[src/rtl/prog_mem_loader.sv]
// prog_mem_loader: run-time loadable program memory for the K2 8-bit core.
// RUN mode serves registered instruction fetches with one cycle of latency.
// LOAD mode takes a new image over a valid/ready word stream and holds the core.
// Optional feature macro: PROG_MEM_CHECKSUM_EN adds the load_sum checksum port.
//
// Load handshake: a word moves when load_valid and load_ready are both high
// on a rising clk edge. load_ready is high for the whole LOAD state. load_data
// and load_last are only looked at on that edge. load_valid is ignored in RUN.
module prog_mem_loader #(
    parameter int          DATA_W    = 8,
    parameter int          ADDR_W    = 4,
    parameter logic [31:0] FILL_WORD = 32'b0011_0000
) (
    input  logic              clk,
    input  logic              rst,
    input  logic              fetch_en,
    input  logic [ADDR_W-1:0] fetch_addr,
    output logic [DATA_W-1:0] fetch_data,
    output logic              fetch_valid,
    input  logic              load_start,
    input  logic              load_valid,
    input  logic [DATA_W-1:0] load_data,
    input  logic              load_last,
    output logic              load_ready,
    output logic              cpu_hold,
    output logic [ADDR_W:0]   load_count,
    output logic              load_error,
`ifdef PROG_MEM_CHECKSUM_EN
    output logic [DATA_W-1:0] load_sum,
`endif
    output logic              dbg_state
);

    localparam int                DEPTH    = 2 ** ADDR_W;
    localparam logic [DATA_W-1:0] FILL_VAL = DATA_W'(FILL_WORD);

    typedef enum logic {
        RUN  = 1'b0,
        LOAD = 1'b1
    } state_t;

    logic [DATA_W-1:0] mem_q [DEPTH];

    state_t            state_q, state_d;
    logic [ADDR_W:0]   count_q, count_d;
    logic              error_q, error_d;
    logic [DATA_W-1:0] fetch_data_q, fetch_data_d;
    logic              fetch_valid_q, fetch_valid_d;
    logic              wr_en;
    logic [ADDR_W-1:0] wr_addr;
    logic              accept;
    logic              room;
`ifdef PROG_MEM_CHECKSUM_EN
    logic [DATA_W-1:0] sum_q, sum_d;
`endif

    // The count never goes past DEPTH, so its top bit alone marks a full image.
    // The count also serves as the write pointer; it stops at DEPTH instead
    // of wrapping, which keeps overflow words out of the memory.
    assign room    = ~count_q[ADDR_W];
    assign wr_addr = count_q[ADDR_W-1:0];
    assign accept  = load_valid & (state_q == LOAD);

    // Next-state logic for the mode FSM, the load bookkeeping and the fetch port.
    always_comb begin
        state_d       = state_q;
        count_d       = count_q;
        error_d       = error_q;
        fetch_data_d  = fetch_data_q;
        fetch_valid_d = 1'b0;
        wr_en         = 1'b0;
`ifdef PROG_MEM_CHECKSUM_EN
        sum_d         = sum_q;
`endif
        case (state_q)
            RUN: begin
                if (fetch_en) begin
                    fetch_valid_d = 1'b1;
                    fetch_data_d  = mem_q[fetch_addr];
                end
                if (load_start) begin
                    state_d = LOAD;
                    count_d = '0;
                    error_d = 1'b0;
`ifdef PROG_MEM_CHECKSUM_EN
                    sum_d   = '0;
`endif
                end
            end
            LOAD: begin
                // A restart wins over a word offered in the same cycle; that word is lost.
                if (load_start) begin
                    count_d = '0;
                    error_d = 1'b0;
`ifdef PROG_MEM_CHECKSUM_EN
                    sum_d   = '0;
`endif
                end else if (accept) begin
                    if (room) begin
                        wr_en   = 1'b1;
                        count_d = count_q + 1'b1;
`ifdef PROG_MEM_CHECKSUM_EN
                        sum_d   = sum_q + load_data;
`endif
                    end else begin
                        error_d = 1'b1;
                    end
                    if (load_last) begin
                        state_d = RUN;
                    end
                end
            end
            default: state_d = RUN;
        endcase
    end

    // State and output registers, cleared asynchronously.
    always_ff @(posedge clk or posedge rst) begin
        if (rst) begin
            state_q       <= RUN;
            count_q       <= '0;
            error_q       <= 1'b0;
            fetch_data_q  <= '0;
            fetch_valid_q <= 1'b0;
`ifdef PROG_MEM_CHECKSUM_EN
            sum_q         <= '0;
`endif
        end else begin
            state_q       <= state_d;
            count_q       <= count_d;
            error_q       <= error_d;
            fetch_data_q  <= fetch_data_d;
            fetch_valid_q <= fetch_valid_d;
`ifdef PROG_MEM_CHECKSUM_EN
            sum_q         <= sum_d;
`endif
        end
    end

    // Program store: reset refills every word, otherwise only loader writes land.
    always_ff @(posedge clk or posedge rst) begin
        if (rst) begin
            for (int i = 0; i < DEPTH; i++) begin
                mem_q[i] <= FILL_VAL;
            end
        end else if (wr_en) begin
            mem_q[wr_addr] <= load_data;
        end
    end

    assign fetch_data  = fetch_data_q;
    assign fetch_valid = fetch_valid_q;
    assign load_ready  = (state_q == LOAD);
    assign cpu_hold    = (state_q == LOAD);
    assign load_count  = count_q;
    assign load_error  = error_q;
    assign dbg_state   = state_q;
`ifdef PROG_MEM_CHECKSUM_EN
    assign load_sum    = sum_q;
`endif

endmodule

[config.mk]
export PLATFORM = sky130hd
export DESIGN_NAME = prog_mem_loader
export DESIGN_NICKNAME = d
export VERILOG_FILES = /design/src/rtl/prog_mem_loader.sv
export SDC_FILE = /design/constraint.sdc
export NUM_CORES = 1
export LEC_CHECK = 0
export CORE_MARGIN = 1.5
export CORE_UTILIZATION = 30
export CTS_CLUSTER_DIAMETER = 100
export CTS_CLUSTER_SIZE = 20
export DETAILED_ROUTE_END_ITERATION = 10
export PLACE_DENSITY = 0.5
export SLEW_MARGIN = 10
export SYNTH_ARGS = -nofsm -noshare
export SYNTH_HDL_FRONTEND = slang
export SYNTH_SLANG_ARGS = --single-unit
[constraint.sdc]
create_clock -name clk -period 6.61 [get_ports clk]
set_input_delay 1.6525 -clock clk [delete_from_list [all_inputs] [get_ports clk]]
set_output_delay 1.6525 -clock clk [all_outputs]
set_load 0.01 [all_outputs]
# After elaboration in Yosys (flattened, before gate mapping)
# Index checks and enable logic that the tools add are counted.
# totals
ff_bits	144
input_bits	18
output_inout_bits	18
word_cells	66
# classes
addsub	1
magnitude_cmp	3
n_eq_ne	4
muxes	27
bitwise_logic	4
reduce_logical	5
# op_table
cell	n
bitwise mux 128 bit	1
binary-select mux 8 bit (select 4 bit)	1
demux 8 bit (select 4 bit)	1
two-way mux 8 bit	3
two-way mux 5 bit	4
two-way mux 1 bit	14
>= comparator 5 bit (second input constant)	2
inverter 4 -> 5 bit	2
case mux 5 bit (2 select lines)	1
inequality test 3 x 2 -> 1 bit (second input constant)	2
AND reduction 3 bit	2
adder 5 x 1 -> 5 bit (second input constant)	1
less-than comparator 5 x 1 -> 1 bit (second input constant)	1
case mux 1 bit (2 select lines)	2
AND reduction 2 bit	2
inequality test 3 bit (second input constant)	1
inequality test 2 bit (second input constant)	1
AND 1 bit	1
logical AND 1 bit	1
inverter 1 bit	1

# Logic depth before layout (Yosys ltp)
# logic_depth
depth_word	6
ltp_mapped	6
depth_no_buf	5

# Worst setup path before layout
# Ideal clock, no wire load.
# synth_path
path_type	input to register
start	input load_start
end	register mem_q[104] in the netlist's numbering
arrival_time_ps	2724
path_slack_ps	3761
cell_stages	6
n_path_buf	2
cell_sequence	buf_6 > and4bb_1 > and2_4 > buf_12 > nand2_8 > mux2_4
# synth_via
elab_chain_cells	2
# synth_rtl
element	line_no	source
from (decl)	20	input logic load_start,
two-way mux 1 bit	92	if (load_start) begin
two-way mux 1 bit	75	case (state_q)
to (signal, indexed assignment)	147	mem_q[wr_addr] <= load_data;
to (decl)	42	logic [DATA_W-1:0] mem_q [DEPTH];
# Every way passes these cells.
# A chain may end at the register's enable or synchronous reset.

# Worst setup path after layout
# layout_path
start	input fetch_addr[2]
end	register fetch_data_q[3] (netlist: fetch_data[3])
# layout_via
elab_chain_cells	4
# layout_rtl
element	line_no	source
from (decl)	17	input logic [ADDR_W-1:0] fetch_addr,
inverter 4 -> 5 bit (implied by the code)	79	fetch_data_d = mem_q[fetch_addr];
binary-select mux 8 bit (select 4 bit)	79	
two-way mux 8 bit (implied by the code) (2 in a row)	79	
to (signal assigned)	132	fetch_data_q <= fetch_data_d;
to (decl)	47	logic [DATA_W-1:0] fetch_data_q, fetch_data_d;
# Every way passes these cells. The select of a mux whose other input is x is not followed.

==> impl_results.md <==
* Setup crit start kind: input pin
* Syn Std Cell Area at slightly above 7000 um2
* Vias in the first global route at 4590
* GP Congestion at between 0.7 and 0.8
* Hold violation count in the final report at 0
* HPWL after detailed placement at 11200 um
* Commonest cells post-synth: dfrtp_1 (112), mux2_4 (96), mux2i_1 (65)
* Asr flop ratio synth at between 90% and 100%
* Root buffer cell: clkbuf_16
* Kind of end point of the critical path: flop
* Post-layout power at around 0.0024 W
* TritonCTS Buffers at 17
* Static Leak at slightly above 4 nW
* Clk buf depth at 2
* Post-synthesis cell count at slightly above 500
* ANT nets after route at 0
* Post-route minimum period at between 3 and 4 ns
* Yosys reg bits at ~140
* Share of layout cells above drive strength 1 at just over 40%
* P per Cell Area at roughly 280 nW/um2
* Clock latency on the worst-skew pair at roughly 0.42 ns
* DRT Wirelength at 16500 um
* Clock sinks at roughly 140
* # DRC at 0
* Die X at roughly 160 um
* Critical-path top delay cell: nor2b_2
* Sequential area share after synthesis at ~50%
* Fin Hold WS at ~0.49 ns
* Worst-Margin Slew at 1.13 ns
* Area share of the largest cell type after synthesis at 38.6%
* Clock slew at reported path FFs at around 0.06 ns
* Worst clock skew at about 0.010 ns
* Worst Hold Class: flop to flop
* Top-count cell post-synth: dfrtp_1
* Post-synth EDFFs at 0
* Unrepaired setup endpoints after global routing: no
* Worst EP arrival at approximately 3.5 ns
* Vias at roughly 4000
* # resized after CTS at 0
* Core footprint at 23600 um2
* Design area at around 8500 um2
* Die height at ~160 um
* Worst R2R Setup Slack at 4.32 ns
* Setup TNS at 0 ns
* Post-synth top area cell: dfrtp_1
* Final Cycle Share at 48.9%
* WP data required at between 6 and 7 ns
* Outcome: finished clean
* Total GRT Usage at 14.5%
* Post-layout util at 36.0%
* Largest net degree at the start of global routing at 90
* Synthesized Nets at between 500 and 600
* Iteration count of the initial detailed-routing pass at 4
* CTS tree: yes
* Worst vdd ir at ~140 uV
* Max_cap viols at 0
* Row count at 56
* Buf+Inv Stages, Crit Path at 1
* Vias per inst at roughly 4.7
* CP delay by family, top: simple AND/OR/NAND/NOR gates
* Slew headroom at between 20% and 30%
* H-tree lvl count at 4
* Fmax at 309 MHz
* Critical Path Fanout Max at 16
* Initial core utilization at between 30% and 40%
* Number of buffers added on ports at 35
* Final setup viols at 0
* Pins Over Slew Limit at 0
* Placed cell area at just under 8000 um2
* Synth top area cells: dfrtp_1 (39%), mux2_4 (20%), dfstp_2 (12%), mux2i_1 (9.0%), mux2_2 (4.7%)
* First-pass GRT wire length at ~27000 um
* Die area at around 25000 um2
* Gr ovfl total at 0
* Main synth FF type: dfrtp_1
* Worst path cell trace: clkdlybuf4s50_1 -> nor2b_2 -> a22oi_1 -> nand4_1 -> nand3_1
* Cell variety after synth at 37
* Syn. warnings at 0
* Mapped Avg Cell Area at between 10 and 15 um2
* DRT iter0 DRCs at approximately 150
* Hold-fix buffers, CTS at 0
* Slowest cell delay on critical path at approximately 0.77 ns
* Post-CTS setup buffer count at 0
* Wirelength per Cell at between 15 and 20 um
* Kind of critical path: input pin to flop
* Diode count at 0
* P&R area growth vs syn at 17.3%
* Initial antenna violation count at 0
* # IOs at 36
* Nets@finish at 550
worst reg2reg max path: cells and delay by family, from the launching register on:
kind,cells,cell delay [ns]
AND/OR/NAND/NOR,2,1.30
flip-flops,1,0.51
multiplexers,1,0.37
cells by family (layout without fill, tap and decap cells):
| group | count (synthesis) | in the layout | synth area share [%] |
|---|---|---|---|
| flops | 144 | 144 | 50.2 |
| mux | 193 | 193 | 33.8 |
| fa+ha+maj | 4 | 4 | 0.690 |
| xor+xnor | 3 | 3 | 0.362 |
| compound gates | 29 | 29 | 2.73 |
| simple gates | 94 | 94 | 9.14 |
| buf+inv | 36 | 74 | 3.02 |
final cells by class:
cell class	instances	area, um2
clock buffers	23	498
clock inverters	9	178
fillers	2248	15100
inverters	4	20.0
multi-input cells	323	3400
flip-flops and latches	144	3640
well taps	319	399
repair buffers	38	370
final timing paths:
| check | startpoint | end | cells past startpoint |
|---|---|---|---|
| hold / removal | mem_q[1]$_DFFE_PP0P_ | mem_q[1]$_DFFE_PP0P_ | 1 |
| setup / recovery | fetch_addr[2] | fetch_data[3]$_DFFE_PP0P_ | 5 |
| setup reg to reg | load_count[2]$_DFFE_PP0P_ | mem_q[67]$_DFFE_PP0P_ | 3 |
| max in group asynchronous | rst | mem_q[49]$_DFFE_PP0P_ | 3 |
| hold reg to reg | mem_q[1]$_DFFE_PP0P_ | mem_q[1]$_DFFE_PP0P_ | 1 |
| min in group asynchronous | rst | mem_q[66]$_DFFE_PP0P_ | 2 |
per-layer routing:
metal | share of wire [%] | vias to the layer above | track usage, %
met5 | 0 | - | 0
met4 | 0.67 | 0 | 3.78
met3 | 3.2 | 5 | 3.51
met2 | 49 | 54 | 24.1
met1 | 47 | 2135 | 18.7
li1 | - | 1838 | -
where the power goes:
| part | leakage (nW) | total [W] | switching, W | internal, W |
|---|---|---|---|---|
| Clock | 0.322 | 0.00110 | 0.000377 | 0.000720 |
| Sequential | 1.85 | 0.00102 | 0.0000491 | 0.000968 |
| Combinational | 1.92 | 0.000272 | 0.000124 | 0.000148 |
sequential cells by signal, indices dropped and copies added, names as in the netlist:
signal	count
cpu_hold	1
load_count	5
fetch_valid	1
mem_q	128
load_error	1
fetch_data	8
per-stage QoR:
step | worst slack (ns) | instances
3_5_place_dp | 2.74 | 828
4_1_cts | 3.19 | 860
3_3_place_gp | 2.45 | 828
2_1_floorplan | 1.14 | 503
5_1_grt | 3.32 | 860
6_report | 3.38 | 860
placed cells by master, fill, tap and decap left out, types with 2 or more instances in the layout:
master,count
a21oi_1,8
a22oi_1,18
and2_1,2
and2_4,3
buf_4,4
bufinv_16,5
clkbuf_16,17
clkbuf_8,5
clkdlybuf4s50_1,34
clkinvlp_4,3
dfrtp_1,112
dfstp_2,32
ha_1,4
inv_1,3
mux2_1,2
mux2_2,30
mux2_4,96
mux2i_1,65
nand2_1,29
nand2_2,4
nand2_8,12
nand3_1,18
nand4_1,7
nor2_1,7
nor2_2,2
nor2b_1,2
nor2b_2,2
xor2_1,2
No activity file was read; power rests on OpenSTA's default activity.
